===== config.mk =====
export PLATFORM = sky130hd
export DESIGN_NAME = mp_dot_engine_flat
export DESIGN_NICKNAME = d
export VERILOG_FILES = /design/src/rtl/mp_dot_engine_if.sv /design/src/rtl/mp_dot_engine.sv /design/src/flat_wrapper.sv
export SDC_FILE = /design/constraint.sdc
export NUM_CORES = 2
export LEC_CHECK = 0
export CORE_MARGIN = 8
export CORE_UTILIZATION = 66
export CTS_BUF_LIST = sky130_fd_sc_hd__clkbuf_8
export DETAILED_ROUTE_END_ITERATION = 8
export GPL_ROUTABILITY_DRIVEN = 1
export PLACE_DENSITY = 0.84
export SLEW_MARGIN = 40
export SYNTH_ARGS = -nofsm -noshare
export SYNTH_HDL_FRONTEND = slang
export SYNTH_SLANG_ARGS = --single-unit
export TNS_END_PERCENT = 5

===== constraint.sdc =====
create_clock -name clk -period 5.75 [get_ports clk]
set_clock_uncertainty 0.1 [all_clocks]
set_input_delay 1.15 -clock clk [delete_from_list [all_inputs] [get_ports clk]]
set_output_delay 1.15 -clock clk [all_outputs]
set_load 0.1 [all_outputs]

===== src/rtl/mp_dot_engine_if.sv =====
// Bus bundle for mp_dot_engine: launch controls, weight/input SRAM read
// ports, result SRAM write port and status outputs.
interface mp_dot_engine_if #(
    parameter int N_OUT = 10,
    parameter int AW    = 7,
    parameter int ACC_W = 24
);
    localparam int RES_W = (N_OUT > 1) ? $clog2(N_OUT) : 1;

    // launch controls
    logic                 start;
    logic                 split;
    logic [AW-1:0]        w_base;
    logic [AW-1:0]        in_base;
    logic [AW-1:0]        r_base;

    // weight SRAM read port
    logic [AW-1:0]        weight_addr;
    logic                 weight_we;
    logic [8*N_OUT-1:0]   weight_data;

    // input activation SRAM read port
    logic [AW-1:0]        input_addr;
    logic                 input_we;
    logic [7:0]           input_data;

    // result SRAM write port
    logic                 result_we;
    logic [AW-1:0]        result_addr;
    logic [ACC_W-1:0]     result_data;

    // status
    logic                 busy;
    logic                 done;
    logic [RES_W-1:0]     inference_result;

    // Host / memory side: drives launch controls and SRAM read data.
    modport master (
        output start, split, w_base, in_base, r_base,
        output weight_data, input_data,
        input  weight_addr, weight_we, input_addr, input_we,
        input  result_we, result_addr, result_data,
        input  busy, done, inference_result
    );

    // Engine side.
    modport slave (
        input  start, split, w_base, in_base, r_base,
        input  weight_data, input_data,
        output weight_addr, weight_we, input_addr, input_we,
        output result_we, result_addr, result_data,
        output busy, done, inference_result
    );
endinterface


===== src/rtl/mp_dot_engine.sv =====
// Multi-precision dot-product engine: streams LEN taps of activation and
// weight rows from 1-cycle-latency SRAMs into N_OUT signed accumulators
// (one 8x8 product or two 4x4 products per tap), writes the accumulators
// out, and reports the argmax index.
module mp_dot_engine #(
    parameter int N_OUT = 10,
    parameter int LEN   = 100,
    parameter int AW    = 7,
    parameter int ACC_W = 24
) (
    input  logic              clk,
    input  logic              rst_n,
    mp_dot_engine_if.slave    bus
);
    localparam int RES_W   = (N_OUT > 1) ? $clog2(N_OUT) : 1;
    localparam int CNT_MAX = (LEN > N_OUT) ? LEN : N_OUT;
    localparam int CNT_W   = $clog2(CNT_MAX + 1);
    localparam logic [CNT_W-1:0] LAST_TAP = CNT_W'(LEN - 1);
    localparam logic [CNT_W-1:0] LAST_OUT = CNT_W'(N_OUT - 1);

    typedef enum logic [2:0] {
        IDLE  = 3'd0,
        RUN   = 3'd1,
        DRAIN = 3'd2,
        WRITE = 3'd3,
        DONE  = 3'd4
    } state_t;

    state_t                   state_q, state_d;
    logic [CNT_W-1:0]         cnt_q, cnt_d;
    logic                     split_q, split_d;
    logic [AW-1:0]            r_base_q, r_base_d;
    logic [AW-1:0]            w_addr_q, w_addr_d;
    logic [AW-1:0]            in_addr_q, in_addr_d;
    logic                     rd_pend_q, rd_pend_d;
    logic                     done_q, done_d;
    logic [RES_W-1:0]         res_q, res_d;
    logic [RES_W-1:0]         best_idx_q, best_idx_d;
    logic signed [ACC_W-1:0]  best_val_q, best_val_d;
    logic signed [ACC_W-1:0]  acc_q [N_OUT];
    logic signed [ACC_W-1:0]  acc_d [N_OUT];
    logic signed [ACC_W-1:0]  prod  [N_OUT];
    logic [RES_W-1:0]         wr_idx;
    logic signed [ACC_W-1:0]  acc_sel;

    // One tap's contribution: unsigned activation times signed weight,
    // either as a single 8-bit pair or as two independent nibble pairs.
    function automatic logic signed [ACC_W-1:0] tap_product(
        input logic [7:0] act,
        input logic [7:0] w,
        input logic       dual
    );
        logic signed [16:0] p_full;
        logic signed [9:0]  p_lo;
        logic signed [9:0]  p_hi;
        p_full = 17'($signed({1'b0, act})) * 17'($signed(w));
        p_lo   = 10'($signed({1'b0, act[3:0]})) * 10'($signed(w[3:0]));
        p_hi   = 10'($signed({1'b0, act[7:4]})) * 10'($signed(w[7:4]));
        if (dual) begin
            return ACC_W'(p_lo + p_hi);
        end
        return ACC_W'(p_full);
    endfunction

    assign wr_idx  = cnt_q[RES_W-1:0];
    assign acc_sel = acc_q[wr_idx];

    // Sequencer: launch capture, tap/output counting and address stepping.
    always_comb begin
        state_d   = state_q;
        cnt_d     = cnt_q;
        split_d   = split_q;
        r_base_d  = r_base_q;
        w_addr_d  = w_addr_q;
        in_addr_d = in_addr_q;
        done_d    = 1'b0;
        res_d     = res_q;
        case (state_q)
            IDLE: begin
                if (bus.start) begin
                    state_d   = RUN;
                    cnt_d     = '0;
                    split_d   = bus.split;
                    r_base_d  = bus.r_base;
                    w_addr_d  = bus.w_base;
                    in_addr_d = bus.in_base;
                end
            end
            RUN: begin
                if (cnt_q == LAST_TAP) begin
                    state_d = DRAIN;
                    cnt_d   = '0;
                end else begin
                    cnt_d     = cnt_q + 1'b1;
                    w_addr_d  = w_addr_q + 1'b1;
                    in_addr_d = in_addr_q + 1'b1;
                end
            end
            DRAIN: begin
                state_d = WRITE;
                cnt_d   = '0;
            end
            WRITE: begin
                if (cnt_q == LAST_OUT) begin
                    state_d = DONE;
                    cnt_d   = '0;
                end else begin
                    cnt_d = cnt_q + 1'b1;
                end
            end
            DONE: begin
                state_d = IDLE;
                done_d  = 1'b1;
                res_d   = best_idx_q;
            end
            default: begin
                state_d = IDLE;
            end
        endcase
    end

    // Per-neuron tap products from the SRAM data currently on the bus.
    always_comb begin
        for (int j = 0; j < N_OUT; j++) begin
            prod[j] = tap_product(bus.input_data, bus.weight_data[8*j +: 8], split_q);
        end
    end

    // Accumulators clear on launch and add one tap each time read data lands.
    always_comb begin
        rd_pend_d = (state_q == RUN);
        for (int j = 0; j < N_OUT; j++) begin
            acc_d[j] = acc_q[j];
            if ((state_q == IDLE) && bus.start) begin
                acc_d[j] = '0;
            end else if (rd_pend_q) begin
                acc_d[j] = acc_q[j] + prod[j];
            end
        end
    end

    // Running argmax as the accumulators stream out; strict compare keeps
    // the lowest index on ties.
    always_comb begin
        best_val_d = best_val_q;
        best_idx_d = best_idx_q;
        if (state_q == WRITE) begin
            if ((cnt_q == '0) || (acc_sel > best_val_q)) begin
                best_val_d = acc_sel;
                best_idx_d = wr_idx;
            end
        end
    end

    // State and datapath registers with asynchronous clear.
    always_ff @(posedge clk or negedge rst_n) begin
        if (!rst_n) begin
            state_q    <= IDLE;
            cnt_q      <= '0;
            split_q    <= 1'b0;
            r_base_q   <= '0;
            w_addr_q   <= '0;
            in_addr_q  <= '0;
            rd_pend_q  <= 1'b0;
            done_q     <= 1'b0;
            res_q      <= '0;
            best_idx_q <= '0;
            best_val_q <= '0;
            for (int j = 0; j < N_OUT; j++) begin
                acc_q[j] <= '0;
            end
        end else begin
            state_q    <= state_d;
            cnt_q      <= cnt_d;
            split_q    <= split_d;
            r_base_q   <= r_base_d;
            w_addr_q   <= w_addr_d;
            in_addr_q  <= in_addr_d;
            rd_pend_q  <= rd_pend_d;
            done_q     <= done_d;
            res_q      <= res_d;
            best_idx_q <= best_idx_d;
            best_val_q <= best_val_d;
            for (int j = 0; j < N_OUT; j++) begin
                acc_q[j] <= acc_d[j];
            end
        end
    end

    assign bus.weight_addr      = w_addr_q;
    assign bus.input_addr       = in_addr_q;
    assign bus.weight_we        = 1'b0;
    assign bus.input_we         = 1'b0;
    assign bus.busy             = (state_q != IDLE);
    assign bus.done             = done_q;
    assign bus.inference_result = res_q;
    assign bus.result_we        = (state_q == WRITE);
    assign bus.result_addr      = (state_q == WRITE) ? (r_base_q + AW'(cnt_q)) : '0;
    assign bus.result_data      = (state_q == WRITE) ? acc_sel : '0;
endmodule


===== src/flat_wrapper.sv =====
// flat-port wrapper written by rule: the top's interface ports become plain ports
module mp_dot_engine_flat 
#(
    parameter int N_OUT = 10,
    parameter int LEN   = 100,
    parameter int AW    = 7,
    parameter int ACC_W = 24
)
  (clk, rst_n, bus_start, bus_split, bus_w_base, bus_in_base, bus_r_base, bus_weight_data, bus_input_data, bus_weight_addr, bus_weight_we, bus_input_addr, bus_input_we, bus_result_we, bus_result_addr, bus_result_data, bus_busy, bus_done, bus_inference_result);
  mp_dot_engine_if #(.N_OUT(N_OUT), .AW(AW), .ACC_W(ACC_W)) bus_i ();
  input  logic clk;
  input  logic rst_n;
  input wire logic [$bits(bus_i.start)-1:0] bus_start;
  input wire logic [$bits(bus_i.split)-1:0] bus_split;
  input wire logic [$bits(bus_i.w_base)-1:0] bus_w_base;
  input wire logic [$bits(bus_i.in_base)-1:0] bus_in_base;
  input wire logic [$bits(bus_i.r_base)-1:0] bus_r_base;
  input wire logic [$bits(bus_i.weight_data)-1:0] bus_weight_data;
  input wire logic [$bits(bus_i.input_data)-1:0] bus_input_data;
  output wire logic [$bits(bus_i.weight_addr)-1:0] bus_weight_addr;
  output wire logic [$bits(bus_i.weight_we)-1:0] bus_weight_we;
  output wire logic [$bits(bus_i.input_addr)-1:0] bus_input_addr;
  output wire logic [$bits(bus_i.input_we)-1:0] bus_input_we;
  output wire logic [$bits(bus_i.result_we)-1:0] bus_result_we;
  output wire logic [$bits(bus_i.result_addr)-1:0] bus_result_addr;
  output wire logic [$bits(bus_i.result_data)-1:0] bus_result_data;
  output wire logic [$bits(bus_i.busy)-1:0] bus_busy;
  output wire logic [$bits(bus_i.done)-1:0] bus_done;
  output wire logic [$bits(bus_i.inference_result)-1:0] bus_inference_result;
  assign bus_i.start = bus_start;
  assign bus_i.split = bus_split;
  assign bus_i.w_base = bus_w_base;
  assign bus_i.in_base = bus_in_base;
  assign bus_i.r_base = bus_r_base;
  assign bus_i.weight_data = bus_weight_data;
  assign bus_i.input_data = bus_input_data;
  assign bus_weight_addr = bus_i.weight_addr;
  assign bus_weight_we = bus_i.weight_we;
  assign bus_input_addr = bus_i.input_addr;
  assign bus_input_we = bus_i.input_we;
  assign bus_result_we = bus_i.result_we;
  assign bus_result_addr = bus_i.result_addr;
  assign bus_result_data = bus_i.result_data;
  assign bus_busy = bus_i.busy;
  assign bus_done = bus_i.done;
  assign bus_inference_result = bus_i.inference_result;
  mp_dot_engine #(.N_OUT(N_OUT), .LEN(LEN), .AW(AW), .ACC_W(ACC_W)) u_core (.clk(clk), .rst_n(rst_n), .bus(bus_i));
endmodule

==> key figures, run 1 <==
Placement
  – Hpwl dp: 158.4 mm
  – Setup WS pre-CTS: -2.748 ns
  – Number of port buffers: 164
  – GP Congestion: 0.9630

Die
  – Initial Util: 66.42%
  – Die width: 316.5 um
  – Die H: 316.5 um
  – # rows: 110
  – I/O pins: 167

Synthesis
  – Sequential fraction of the synthesis area: 12.85%
  – Synthesized cell area: 59600 um^2
  – #FFs+latches synth: 306
  – Avg Cell Area, Syn: 8.567 um^2
  – Yosys synthesis warning count: 0
  – Post-synth EDFFs: 0
  – Synth Instances: 6957
  – Netlist cell types: 88
  – Async SR Flop Fraction: 100.0%
  – Predominant post-synthesis flop cell: dfrtp_1

CTS
  – Clock Path Buffers: 3
  – CTS Hold Bufs: 0
  – CTS HTree Levels: 2
  – Clk sinks: 306
  – Number of buffers created by CTS: 56
  – Root buffer cell: clkbuf_8

GRT
  – Antenna violations before repair: 51
  – Gr ovfl total: 7
  – Pin count of the biggest net entering global routing: 115
  – GRT Resource Usage Total: 60.95%

Timing
  – Post-GRT worst EP: u_core.acc_q[215]$_DFFE_PN0P_/D
  – WEP type: register input

Run status
  – Error msg: [ERROR GRT-0232] Routing congestion too high. Check the congestion heatmap in the GUI.
  – Failed at: global routing
  – Outcome: did not finish
[per-layer routing]
| layer | global-route usage [%] | overflow |
|---|---|---|
| met2 | 81.27 | 4 |
| met1 | 57.43 | 0 |
| met4 | 62.02 | 3 |
| met5 | 25.22 | 0 |
| met3 | 43.61 | 0 |
[Yosys cell counts, types with 25 or more instances]
cell type	number	share of area, %
xor2_1	138	2.0
nand3_1	101	0.85
nand4_1	25	0.26
buf_1	33	0.21
nor2_1	480	3.0
a21o_1	163	2.1
a21oi_1	394	3.3
nand2_1	451	2.8
clkbuf_1	176	1.1
or3_1	46	0.48
o21ai_0	315	2.6
and2_1	428	4.5
ha_1	945	20
and3_1	39	0.41
dfrtp_1	306	13
mux2i_1	176	3.0
o22ai_1	33	0.35
o21bai_1	56	0.71
a211oi_1	70	0.88
o211ai_1	27	0.34
nor3_1	122	1.0
inv_1	1113	7.0
fa_1	571	19
mux2_2	29	0.55
mux4_2	48	1.8
xnor2_1	208	3.1
nor2b_1	54	0.57
a31oi_1	32	0.34
o21a_1	57	0.72
nand2b_1	96	1.0
[per-stage QoR]
step | TNS (ns) | hold WS [ns] | cells | area (um^2)
CTS | -142.59 | 0.3025 | 9678 | 76270
floorplan | -149.14 | 0.3523 | 6958 | 60120
global placement | -310.26 | 0.3638 | 9515 | 73260
detailed placement | -351.10 | 0.3707 | 9517 | 73190
[logic make-up after synthesis]
family,synth area share (%)
XOR/XNOR,5.085
other,0.006292
buffers and inverters,8.421
adder cells (fa/ha/maj),39.02
AND/OR/NAND/NOR,15.79
AO/OA/AOI/OAI,13.52
flip-flops,12.85
multiplexers,5.318
[what timing repair did]
action                                  4_1_cts
endpoints found under the setup margin      191
cloned                                        5
gates resized for setup                     443
pin swaps                                   199
buffers inserted                             57
==> run 2: changes to the inputs <==
--- a/config.mk
+++ b/config.mk
@@ -6,11 +6,10 @@
 export NUM_CORES = 2
 export LEC_CHECK = 0
 export CORE_MARGIN = 8
-export CORE_UTILIZATION = 66
-export CTS_BUF_LIST = sky130_fd_sc_hd__clkbuf_8
+export CORE_UTILIZATION = 40
 export DETAILED_ROUTE_END_ITERATION = 8
 export GPL_ROUTABILITY_DRIVEN = 1
-export PLACE_DENSITY = 0.84
+export PLACE_DENSITY_LB_ADDON = 0.15
 export SLEW_MARGIN = 40
 export SYNTH_ARGS = -nofsm -noshare
 export SYNTH_HDL_FRONTEND = slang
==> key figures, run 2 <==
Run status
  – Outcome: finished, violations left
  – Failing checks: setup timing

Synthesis
  – Netlist cell types: 88
  – Synth top area cells: ha_1 20%, fa_1 19%, dfrtp_1 13%
  – Synth Area in XOR/XNOR: 5.085%
  – Sequential fraction of the synthesis area: 12.85%
  – Largest family of logic cells by synthesized area: adder cells
  – #FFs+latches synth: 306
  – Post-synth EDFFs: 0
  – Synthesized cell area: 59600 um^2
  – Most common cell in the netlist: inv_1
  – Post-Synth Simple-Gate Area: 15.79%
  – Yosys top cell by area: ha_1
  – Avg Cell Area, Syn: 8.567 um^2
  – Predominant post-synthesis flop cell: dfrtp_1
  – Post-synth top cells: 1113 x inv_1, 945 x ha_1, 571 x fa_1
  – Compound-gate portion of the synthesized area: 13.52%
  – Mux contribution to synthesized area: 5.318%
  – Yosys synthesis warning count: 0
  – Post-Synth Adder-Cell Area: 39.02%
  – Async SR Flop Fraction: 100.0%
  – Top-area cell type share of the netlist area: 19.84%
  – Synth Instances: 6957

Timing
  – Fmax: 0.1380 GHz
  – Final Max Slew Viols: 0
  – RSZ-0062 raised after global routing: yes
  – Worst-Margin Slew: 0.8533 ns
  – Final Hold Vio Count: 0
  – Setup WS post-layout: -1.495 ns
  – Period minus WS final: 7.245 ns
  – Part of the cycle the worst path needs: 126.0%
  – # setup viols final: 185
  – Worst slew margin: 43.11%
  – TNS Setup: -143.75 ns

CTS
  – Clock Path Buffers: 3
  – CTS tree: built
  – CTS HTree Levels: 2
  – Root buffer cell: clkbuf_16
  – Clk sinks: 306
  – Clock-pin slew on the worst setup and hold paths: 0.06 ns
  – Number of buffers created by CTS: 42
  – Clock latency on the worst-skew pair: 0.59 ns

Critical path
  – CP peak stage delay: 0.53 ns
  – Crit path launch: bus_weight_data[31]
  – Worst Path Arrival: 7.60 ns
  – Max FO, Critical Path: 5
  – Crit-path slowest cell: fa_1
  – Crit end category: flop
  – Worst EP required: 6.11 ns
  – Critical path class: primary input to flop
  – Startpoint types: primary input
  – R2r startpoint: u_core.cnt_q[0]

Job
  – Max cap viols: 0

Placement
  – Hpwl dp: 159.9 mm
  – Number of port buffers: 164
  – GP Congestion: 0.8875

GRT
  – Gr ovfl total: 0
  – Vias in the first global route: 56300
  – GRT Resource Usage Total: 23.54%
  – First-pass GRT wire length: 308.1 mm
  – Antenna violations before repair: 17
  – Pin count of the biggest net entering global routing: 111

Die
  – Core area: 147800 um^2
  – Die area: 161600 um^2
  – Die H: 402 um
  – # rows: 141
  – Die width: 402 um
  – I/O pins: 167
  – Initial Util: 40.31%

Detailed routing
  – DRC Markers: 0
  – DR vias/cell: 5.129
  – Drt initial violations: 2579
  – Mean routed wirelength per cell: 18.60 um
  – Vias: 54320
  – Routed WL: 197.0 mm
  – DR pass1 iterations: 6
  – Post-DRT Antenna Nets: 0

Cells and area
  – Commonest non-fill, non-tap cell in the layout: buf_4
  – Share of layout cells above drive strength 1: 28.82%
  – Max FFs per register: 240
  – Final net count: 10250
  – Biggest registers after layout: u_core.acc_q x240, u_core.best_val_q x24
  – Most frequent cells in the layout: 1571 x buf_4, 1066 x inv_1, 865 x ha_1
  – Reg with most FFs: u_core.acc_q
  – Layout area overhead: 35.88%

Min path
  – Hold_sp: u_core.best_val_q[0]
  – Worst min-delay path category: flop to flop
run 2: cell counts after synthesis:
Identical to the previous run, type by type.
run 2: critical path, delay by kind of cell:
family | cells | cell delay, ns
AND/OR/NAND/NOR | 4 | 0.58
adder cells (fa/ha/maj) | 6 | 2.54
buffers and inverters | 7 | 1.28
multiplexers | 1 | 0.33
AO/OA/AOI/OAI | 11 | 1.73
run 2: timing repair:
| item | 4_1_cts | 5_1_grt |
|---|---|---|
| pin swaps | 270 | 220 |
| setup buffers | 81 | 36 |
| gates cloned | 11 | 1 |
| hold buffers | 0 | 0 |
| gates resized for setup | 575 | 351 |
| setup endpoints to repair | 197 | 199 |
run 2: stage by stage:
step           utilization [%]  hold WS, ns  setup WS (ns)  cell area [um^2]  cells
4_1_cts                  53.60       0.3925         -1.427             79240  10550
3_5_place_dp             50.75       0.3796         -2.677             75020  10390
3_3_place_gp             50.75       0.3679         -2.603             75020  10380
2_1_floorplan                -       0.3523         -1.493             60120   6958
6_report                 54.78       0.3883         -1.495             80980  10590
5_1_grt                  54.77       0.4115         -1.678             80970  10590
run 2: layout make-up:
class                           count  area [um^2]
Fill cell                       13610        66860
Multi-Input combinational cell   5319        50060
Timing Repair Buffer             1837        15140
Sequential cell                   306         7670
Inverter                         1116         4194
Tap cell                         1930         2415
Clock buffer                       58         1221
Clock inverter                     19        266.5
Antenna cell                        6        15.01
run 2: worst paths after layout:
kind                                              to  slack (ns)  cells past startpoint
setup / recovery                   u_core.acc_q[164]       -1.49                     29
hold / removal                  u_core.best_val_q[0]        0.39                      1
setup reg to reg                u_core.best_idx_q[1]        0.75                     13
hold reg to reg                 u_core.best_val_q[0]        0.39                      1
max in group asynchronous          u_core.acc_q[190]        4.08                      3
min in group asynchronous  u_core.bus.weight_addr[0]        0.44                      2
run 2: cells by family (layout without fill, tap and decap cells):
kind of cell               count (synthesis)  after routing
and+or+nand+nor                         1905           1905
DFF                                      306            306
AOI/OAI and AO/OA                       1297           1297
buffers and inverters                   1333           3030
xor gates and xnor gates                 346            346
other                                      1              8
adders and majority gates               1516           1516
muxes                                    253            253
run 2: metal layers:
layer	routed length [um]	part of all wire, %	track usage, %
met4	6387	3.2	6.134
met2	101300	51	43.71
met5	0	0	0
met1	83020	42	29.18
met3	6312	3.2	2.074
Power of run 2 is left out: the tool's default activity adds up to more than one toggle a clock period on the data nets, which glitch-free logic cannot reach.
